File: src/rtl/bandpass3_ctl_pkg.sv
// Shared types for the bandpass3 control block: sequencer states and coefficient width.
package bandpass3_ctl_pkg;
  localparam int COEF_W = 17;

  typedef enum logic [1:0] {
    ST_CLEAR  = 2'd0,
    ST_SETTLE = 2'd1,
    ST_RUN    = 2'd2
  } state_t;
endpackage

File: src/rtl/bandpass_decim.sv
// Free-running oe decimation counter, 0..decim, one pulse per wrap.
// A shrinking decim below the current count forces a wrap on the next edge.
module bandpass_decim #(
  parameter int DECIM_W = 8
) (
  input  logic               clk,
  input  logic               rst,
  input  logic [DECIM_W-1:0] decim,
  output logic               oe
);

  logic [DECIM_W-1:0] cnt;
  logic [DECIM_W-1:0] cnt_n;

  always_comb begin
    cnt_n = (cnt >= decim) ? '0 : cnt + DECIM_W'(1);
  end

  // oe is registered alongside the count so it is high exactly while cnt==0
  always_ff @(posedge clk or posedge rst) begin
    if (rst) begin
      cnt <= '0;
      oe  <= 1'b0;
    end else begin
      cnt <= cnt_n;
      oe  <= (cnt_n == '0);
    end
  end

endmodule

File: src/rtl/bandpass3_ctl.sv
// Coefficient holder and clear/settle sequencer for one bandpass3 filter.
// All outputs registered; oe comes from the bandpass_decim counter.
module bandpass3_ctl
  import bandpass3_ctl_pkg::*;
#(
  parameter int CLR_CYCLES = 4,
  parameter int SETTLE_W   = 12,
  parameter int DECIM_W    = 8
) (
  input  logic                     clk,
  input  logic                     rst,
  input  logic signed [COEF_W-1:0] new_cm1,
  input  logic signed [COEF_W-1:0] new_d,
  input  logic                     load,
  input  logic                     clear_req,
  input  logic                     clr_on_load,
  input  logic [SETTLE_W-1:0]      settle_len,
  input  logic [DECIM_W-1:0]       decim,
  output logic signed [COEF_W-1:0] cm1,
  output logic signed [COEF_W-1:0] d,
  output logic                     zerome,
  output logic                     oe,
  output logic                     out_stb,
  output logic                     valid,
  output logic                     busy
);

  localparam int CLR_W = (CLR_CYCLES > 1) ? $clog2(CLR_CYCLES) : 1;
  localparam logic [CLR_W-1:0] CLR_LAST = CLR_W'(CLR_CYCLES - 1);

  state_t              state, state_n;
  logic [CLR_W-1:0]    clr_cnt, clr_cnt_n;
  logic [SETTLE_W-1:0] set_cnt, set_cnt_n;
  logic [SETTLE_W-1:0] set_len, set_len_n;
  logic                clear_evt;
  logic                zerome_n, valid_n, busy_n;

  bandpass_decim #(.DECIM_W(DECIM_W)) u_decim (
    .clk   (clk),
    .rst   (rst),
    .decim (decim),
    .oe    (oe)
  );

  assign clear_evt = clear_req | (load & clr_on_load);

  always_ff @(posedge clk or posedge rst) begin
    if (rst) begin
      state   <= ST_CLEAR;
      clr_cnt <= '0;
      set_cnt <= '0;
      set_len <= '0;
      cm1     <= '0;
      d       <= '0;
      zerome  <= 1'b1;
      valid   <= 1'b0;
      busy    <= 1'b1;
      out_stb <= 1'b0;
    end else begin
      state   <= state_n;
      clr_cnt <= clr_cnt_n;
      set_cnt <= set_cnt_n;
      set_len <= set_len_n;
      zerome  <= zerome_n;
      valid   <= valid_n;
      busy    <= busy_n;
      out_stb <= oe & valid_n;
      if (load) begin
        cm1 <= new_cm1;
        d   <= new_d;
      end
    end
  end

  // A clear event always wins and restarts the clear, which also extends an ongoing one
  always_comb begin
    state_n   = state;
    clr_cnt_n = clr_cnt;
    set_cnt_n = set_cnt;
    set_len_n = set_len;
    if (clear_evt) begin
      state_n   = ST_CLEAR;
      clr_cnt_n = '0;
    end else begin
      case (state)
        ST_CLEAR: begin
          if (clr_cnt == CLR_LAST) begin
            set_len_n = settle_len;
            set_cnt_n = '0;
            state_n   = (settle_len == '0) ? ST_RUN : ST_SETTLE;
          end else begin
            clr_cnt_n = clr_cnt + CLR_W'(1);
          end
        end
        ST_SETTLE: begin
          if (set_cnt == set_len - SETTLE_W'(1)) begin
            state_n = ST_RUN;
          end else begin
            set_cnt_n = set_cnt + SETTLE_W'(1);
          end
        end
        ST_RUN: begin
          // A coefficient step without a clear still needs the resonance to re-settle
          if (load && settle_len != '0) begin
            state_n   = ST_SETTLE;
            set_len_n = settle_len;
            set_cnt_n = '0;
          end
        end
        default: state_n = ST_CLEAR;
      endcase
    end
  end

  always_comb begin
    zerome_n = (state_n == ST_CLEAR);
    valid_n  = (state_n == ST_RUN);
    busy_n   = (state_n != ST_RUN);
  end

endmodule

File: config.mk
export PLATFORM = sky130hd
export DESIGN_NAME = bandpass3_ctl
export DESIGN_NICKNAME = d
export VERILOG_FILES = /design/src/rtl/bandpass3_ctl_pkg.sv /design/src/rtl/bandpass_decim.sv /design/src/rtl/bandpass3_ctl.sv
export SDC_FILE = /design/constraint.sdc
export NUM_CORES = 1
export LEC_CHECK = 0
export BUFFER_PORTS_ARGS = -buffer_cell sky130_fd_sc_hd__buf_2
export CAP_MARGIN = 10
export CORE_MARGIN = 4
export CORE_UTILIZATION = 45
export CTS_BUF_LIST = sky130_fd_sc_hd__clkbuf_4 sky130_fd_sc_hd__clkbuf_8
export DETAILED_ROUTE_END_ITERATION = 10
export PLACE_DENSITY = 0.79
export SYNTH_ARGS = -nofsm -noshare
export SYNTH_HDL_FRONTEND = slang
export SYNTH_SLANG_ARGS = --single-unit
File: constraint.sdc
create_clock -name clk -period 2.55 [get_ports clk]
set_input_delay 0.51 -clock clk [delete_from_list [all_inputs] [get_ports clk]]
set_output_delay 0.51 -clock clk [all_outputs]
set_load 0.005 [all_outputs]
==> results of run 1 <==
worst paths after layout:
| check | start | endpoint | slack (ps) | depth (start not counted) |
|---|---|---|---|---|
| max | set_len[0] | set_cnt[10] | 100 | 8 |
| min | rst | d[12] | 170 | 2 |
| max reg2reg | set_len[0] | set_cnt[10] | 100 | 8 |
| min reg2reg | u_decim.oe | out_stb | 500 | 1 |
| max in group asynchronous | rst | zerome | 1740 | 3 |
| min in group clk | settle_len[4] | set_len[4] | 370 | 3 |
layout make-up:
type,count,share of cell area (%)
Clock inverter,6,1.93
Tap cell,102,2.74
Multi-Input combinational cell,248,38.6
Clock buffer,10,2.82
Sequential cell,75,40.3
Inverter,16,1.29
Timing Repair Buffer,107,12.3
logic make-up after synthesis:
group,Yosys count
AND/OR/NAND/NOR,135
XOR/XNOR,24
adder cells (fa/ha/maj),12
multiplexers,44
buffers and inverters,25
flip-flops,75
AO/OA/AOI/OAI,33
registers in the layout, summed over array words and instances, names as in the netlist:
name         count
set_len         12
u_decim.cnt      8
valid            1
out_stb          1
state            2
set_cnt         12
busy             1
cm1             17
zerome           1
clr_cnt          2
d               17
u_decim.oe       1
placed cells by master, fill, tap and decap left out, drive strengths merged, types with 2 or more instances in the layout:
cell type  netlist  final
buf              1    107
dfrtp           73     73
nand2           52     52
mux2            35     35
nor2            24     24
nand3           16     16
inv             16     16
xnor2           12     12
xor2            12     12
ha              12     12
a21oi           10     10
clkbuf           8     10
mux2i            9      9
o21ai            9      9
nand2b           8      8
nor4             7      7
nor3             6      6
or3              5      5
nor2b            5      5
a21o             4      4
clkinv           0      3
and2             2      2
nand3b           2      2
nor3b            2      2
o31ai            2      2
nand4            2      2
or2              2      2
dfstp            2      2
bufinv           0      2
timing repair:
action                                  CTS  global route
resized for setup                         1             8
hold buffers                              0             0
buffers inserted                          0             2
endpoints found under the setup margin    3            10
pin swaps                                 0             2
gates cloned                              0             0
stage by stage:
step | setup TNS, ps | cells
6_report | 0 | 564
5_1_grt | -85.6 | 564
4_1_cts | 0 | 562
3_5_place_dp | 0 | 546
3_3_place_gp | 0 | 546
2_1_floorplan | 0 | 348
power by group through the flow:
stage	registers, W	clock network [W]	logic (W)
2_1_floorplan	0.00157	0	0.000687
3_3_place_gp	0.00158	0	0.000937
3_5_place_dp	0.00160	0	0.000971
4_1_cts	0.00158	0.00104	0.000981
5_1_grt	0.00161	0.00109	0.00112
6_report	0.00158	0.00101	0.00101
per-layer routing:
metal | part of all wire, % | wire (µm) | up-vias | track usage, %
li1 | - | - | 1406 | -
met1 | 41 | 3300 | 1369 | 19.6
met2 | 52 | 4170 | 68 | 29.0
met3 | 5.8 | 471 | 8 | 4.74
met4 | 1.3 | 106 | 0 | 6.09
met5 | 0 | 0 | - | 0
worst register-to-register path: stages, from the launching register on:
cell,delay (ps)
dfrtp_1,410
nor3_1,410
nand3_1,220
mux2_2,270
o21ai_1,110
a41oi_4,260
nand2_4,170
nor4_4,330
mux2i_1,200
==> flow_metrics.py, run 1 <==
metrics = {
    "clock_network": {
        "clk_pin_slew_ps": 80,
        "numCtsBuffers": 9,
        "cts-root-buf": "clkbuf_8",
        "cts_tree": "done",
        "clk_path_buf_depth": 2,
        "cts.htree.levels": 3,
        "clk_latency_ps": 340,
        "clock-sinks": 75,
    },
    "synthesis": {
        "ys.flop_type": "dfrtp_1",
        "synth_top_area_share_pct": 49.1,
        "ys_warn_count": 0,
        "syn_nets": 419,
        "synth_top_family_by_area": "simple AND/OR/NAND/NOR gates",
        "synth.ff_latch_count": 75,
        "syn_avg_cell_area_um2": 10.7,
        "synth_fa_ha_area_share_pct": 4.04,
        "synth.most_common_cell": "dfrtp_1",
        "postSynthCellCount": 348,
        "synth_edf_count": 0,
        "synth_area_leader_cell": "dfrtp_1",
        "seq_area_frac_synth_pct": 50.5,
        "synth_cell_types": 42,
        "synth_mux_area_share_pct": 13.0,
        "ys_top_cells_by_area": "dfrtp_1 49%, mux2_2 11%, nand2_1 5.1%",
        "synthXorXnorAreaFrac_pct": 5.65,
        "synth_compound_area_share_pct": 6.06,
        "async_reset_ff_share_pct": 100,
        "netlist_area_um2": 3720,
        "yosys.area_share.simple_pct": 18.1,
        "yosys-top-cells-count": "73 x dfrtp_1, 51 x nand2_1, 35 x mux2_2",
    },
    "timing": {
        "layout_min_cycle_time_ps": 2450,
        "drv_slew": 0,
        "final_hold_viol_count": 0,
        "setup_ws_ps": 98.6,
        "fmax_ghz": 0.408,
        "rsz0062_at_grt": "yes",
        "relSlewSlack_pct": 57.9,
        "worstMarginPinSlew_ps": 630,
        "min_period_over_period_pct": 96.1,
        "holdWs_ps": 173,
        "fin_skew_ps": 10.7,
        "final-setup-viol-count": 0,
    },
    "global_route": {
        "antenna_found_initial": 0,
        "grt_pass1_vias": 2967,
        "grt_max_degree": 42,
        "grt.total_usage_pct": 16.7,
        "grt-ovfl-total": 0,
        "grt_pass1_wl_um": 13300,
    },
    "critical_path": {
        "path_buf_inv": 0,
        "crit_family": "simple AND/OR/NAND/NOR gates",
        "crit_chain": "nor3_1 > nand3_1 > mux2_2 > o21ai_1 > a41oi_4 > nand2_4 > nor4_4 > mux2i_1",
        "critPathCaptureType": "flip-flop",
        "path_class": "reg -> reg",
        "slowest_stage": "dfrtp_1",
        "cp-start-kind": "flip-flop",
        "slowest_delay_ps": 410,
        "critPathMaxFanout": 9,
        "cp.arrival_ps": 2720,
        "crit_required_ps": 2820,
    },
    "pwr": {
        "power_w": 0.00359,
        "internal_power_w": 0.00245,
        "p_leak_nw": 2.30,
        "ir_drop_uv": 501,
        "clockPowerShare_pct": 28.1,
        "p_per_area_nw_per_um2": 772,
        "p_switching_w": 0.00114,
        "combPwrFrac_pct": 28.0,
        "seq_power_share_pct": 43.9,
        "switching_share_pct": 31.7,
    },
    "finish": {
        "final_core_util_pct": 59.1,
        "fin_nets": 528,
        "area_growth_pct": 25.3,
        "seqCellArea_um2": 1880,
        "design_area_um2": 4660,
        "drive_gt1_share_pct": 37.4,
        "n_antenna_cell": 0,
        "n_fill_cell": 656,
        "multi_input_area_um2": 1800,
    },
    "place": {
        "port_buffers": 97,
        "dp_hpwl_um": 6090,
        "dp_slack_ps": 1.06,
        "gp_congestion": 0.848,
        "place_area_um2": 4370,
    },
    "die": {
        "core_um2": 7890,
        "start_util_pct": 47.1,
        "io_pins": 98,
        "fp-row-count": 32,
        "dieHeight_um": 98.9,
        "die_width_um": 98.9,
        "die_area_um2": 9780,
    },
    "min_path": {
        "hold_path.class": "in -> async",
    },
    "routing": {
        "drt_iter0_drc": 87,
        "via_per_inst": 5.05,
        "routedWlPerCell_um": 14.3,
        "route.detailed.drc": 0,
        "ant_nets": 0,
        "vias": 2851,
        "dr.pass1.iters": 4,
        "wirelength_um": 8050,
    },
    "job": {
        "drv_cap": 0,
    },
    "status": {
        "status": "complete, no violations",
    },
}
Note: power is estimated with default switching activity, not from simulation.
==> inputs of run 2 (changes only) <==
--- a/config.mk
+++ b/config.mk
@@ -11,7 +11,7 @@
 export CORE_UTILIZATION = 45
 export CTS_BUF_LIST = sky130_fd_sc_hd__clkbuf_4 sky130_fd_sc_hd__clkbuf_8
 export DETAILED_ROUTE_END_ITERATION = 10
-export PLACE_DENSITY = 0.79
+export PLACE_DENSITY_LB_ADDON = 0.15
 export SYNTH_ARGS = -nofsm -noshare
 export SYNTH_HDL_FRONTEND = slang
 export SYNTH_SLANG_ARGS = --single-unit
==> constraint.sdc (replaced) <==
create_clock -name clk -period 2.15 [get_ports clk]
set_input_delay 0.43 -clock clk [delete_from_list [all_inputs] [get_ports clk]]
set_output_delay 0.43 -clock clk [all_outputs]
set_load 0.005 [all_outputs]
==> flow_metrics.py, run 2 (synthesis gave the netlist of run 1 again) <==
metrics = {
    "critical_path": {
        "cp-start-kind": "flip-flop",
        "r2r_cells": 11,
        "crit_family": "simple AND/OR/NAND/NOR gates",
        "critPathMaxFanout": 5,
        "slowest_delay_ps": 410,
        "cp.arrival_ps": 2680,
        "slowest_stage": "dfrtp_1",
        "r2r-start": "set_len[0]",
        "cp_num_cells": 11,
        "ff2ff_setup_slack_ps": -260,
        "critical_path.endpoint": "set_cnt[7]",
        "regToRegEndpoint": "set_cnt[7]",
        "crit_required_ps": 2420,
        "crit_path_start": "set_len[0]",
        "critPathCaptureType": "flip-flop",
        "crit_chain": "inv_2 > ha_2 > nor2b_4 > nand3b_1 > xnor2_1 > nor4_2 > buf_4 > a41oi_4 > nand3_2 > or3_1 > a21oi_1",
        "path_class": "reg -> reg",
        "path_buf_inv": 2,
    },
    "clock_network": {
        "cts.htree.levels": 3,
        "numCtsBuffers": 9,
        "clk_path_buf_depth": 2,
        "clk_latency_ps": 350,
        "cts_hold_buffers": 0,
        "cts_tree": "done",
        "clock-sinks": 75,
        "cts-root-buf": "clkbuf_8",
        "clk_pin_slew_ps": 80,
    },
    "global_route": {
        "grt.total_usage_pct": 17.5,
        "antenna_found_initial": 0,
        "grt_pass1_wl_um": 14000,
        "grt-ovfl-total": 0,
        "grt_pass1_vias": 3054,
        "grt_max_degree": 36,
    },
    "routing": {
        "top_layer": "met4",
        "route.met3.wl_um": 370,
        "vias": 2960,
        "routedWlPerCell_um": 14.0,
        "ant_nets": 0,
        "route.detailed.drc": 0,
        "wirelength_um": 8240,
        "drt_iter0_drc": 75,
        "drt-met1-wl_um": 3430,
        "dr_wl_met2_um": 4300,
        "dr.pass1.iters": 4,
        "via_per_inst": 5.03,
    },
    "min_path": {
        "hold_path.class": "in -> async",
    },
    "timing": {
        "min_period_over_period_pct": 112,
        "rsz0062_at_grt": "yes",
        "final-setup-viol-count": 17,
        "fin_skew_ps": 8.24,
        "final_hold_viol_count": 0,
        "drv_slew": 0,
        "fmax_ghz": 0.415,
        "layout_min_cycle_time_ps": 2410,
        "relSlewSlack_pct": 57.0,
        "setup_ws_ps": -260,
        "fin_tns_setup_ps": -3300,
        "worstMarginPinSlew_ps": 640,
    },
    "die": {
        "die_area_um2": 9780,
        "io_pins": 98,
        "die_width_um": 98.9,
        "core_um2": 7890,
        "start_util_pct": 47.1,
        "dieHeight_um": 98.9,
        "fp-row-count": 32,
    },
    "finish": {
        "final_common_cell": "buf_2",
        "final_cell_mix": "97 x buf_2, 73 x dfrtp_1, 51 x nand2_1",
        "fin_nets": 552,
        "final_core_util_pct": 61.6,
        "n_antenna_cell": 0,
        "area_growth_pct": 30.8,
        "largest_registers": "cm1 x17, d x17",
        "drive_gt1_share_pct": 42.4,
        "final_cell_count_no_fill": 588,
        "n_fill_cell": 679,
    },
    "place": {
        "dp_hpwl_um": 6120,
        "port_buffers": 97,
        "gp_congestion": 0.793,
        "dp.cells": 565,
    },
    "status": {
        "violations": "negative setup slack",
        "status": "finished with violations",
    },
    "pwr": {
        "p_leak_nw": 2.42,
        "ir_drop_uv": 640,
        "p_per_area_nw_per_um2": 912,
    },
    "job": {
        "drv_cap": 0,
    },
}
[run 2: cell count changes in the layout (fill, tap and decap cells not counted), moves of 2 or more]
| cell | change |
|---|---|
| buf_4 | +23 |
| clkinv_2 | +3 |
| nand3_2 | +3 |
| clkinv_4 | -2 |
| nand3_1 | -2 |
[run 2: area by class of cell]
type | instances | area (µm²) | area share [%]
sequential | 75 | 1880 | 38.7
tap | 102 | 128 | 2.62
multi-input combinational | 248 | 1840 | 37.9
inverter | 16 | 63.8 | 1.31
clock buffer | 9 | 124 | 2.55
timing repair buffer | 131 | 757 | 15.6
clock inverter | 7 | 66.3 | 1.36
[run 2: routing by layer]
layer,global-route usage [%],up-vias
met5,0,-
met4,6.51,0
met3,3.75,15
met2,30.3,48
met1,21.4,1443
li1,-,1454
[run 2: report_power, final]
| group | total (W) | internal [W] | switching, W |
|---|---|---|---|
| Combinational | 0.00153 | 0.000811 | 0.000717 |
| Sequential | 0.00184 | 0.00164 | 0.000204 |
| Clock | 0.00107 | 0.000532 | 0.000536 |
| Total | 0.00444 | 0.00298 | 0.00146 |
[run 2: worst min-delay path by stage]
stage / to / slack, ps / from
floorplan: set_len[11] / 470 / set_len[11]
global placement: d[5] / 480 / d[5]
detailed placement: cm1[12] / 490 / cm1[12]
CTS: cm1[11] / 170 / rst
global route: d[5] / 180 / rst
finish: cm1[11] / 150 / rst
[run 2: timing repair]
| item | 4_1_cts | 5_1_grt |
|---|---|---|
| resized for setup | 5 | 7 |
| setup endpoints to repair | 17 | 24 |
| setup buffers | 1 | 6 |
| pin swaps | 6 | 1 |
[run 2: per-stage QoR]
stage	setup WS [ps]	total power [W]	area, µm²	hold slack (ps)
final	-260	0.00444	4860	146
after global routing	-399	0.00472	4860	180
after CTS	-199	0.00437	4790	166
after detailed placement	-179	0.00325	4550	490
after global placement	-79.0	0.00321	4550	483
after floorplan	-12.9	0.00272	3760	467
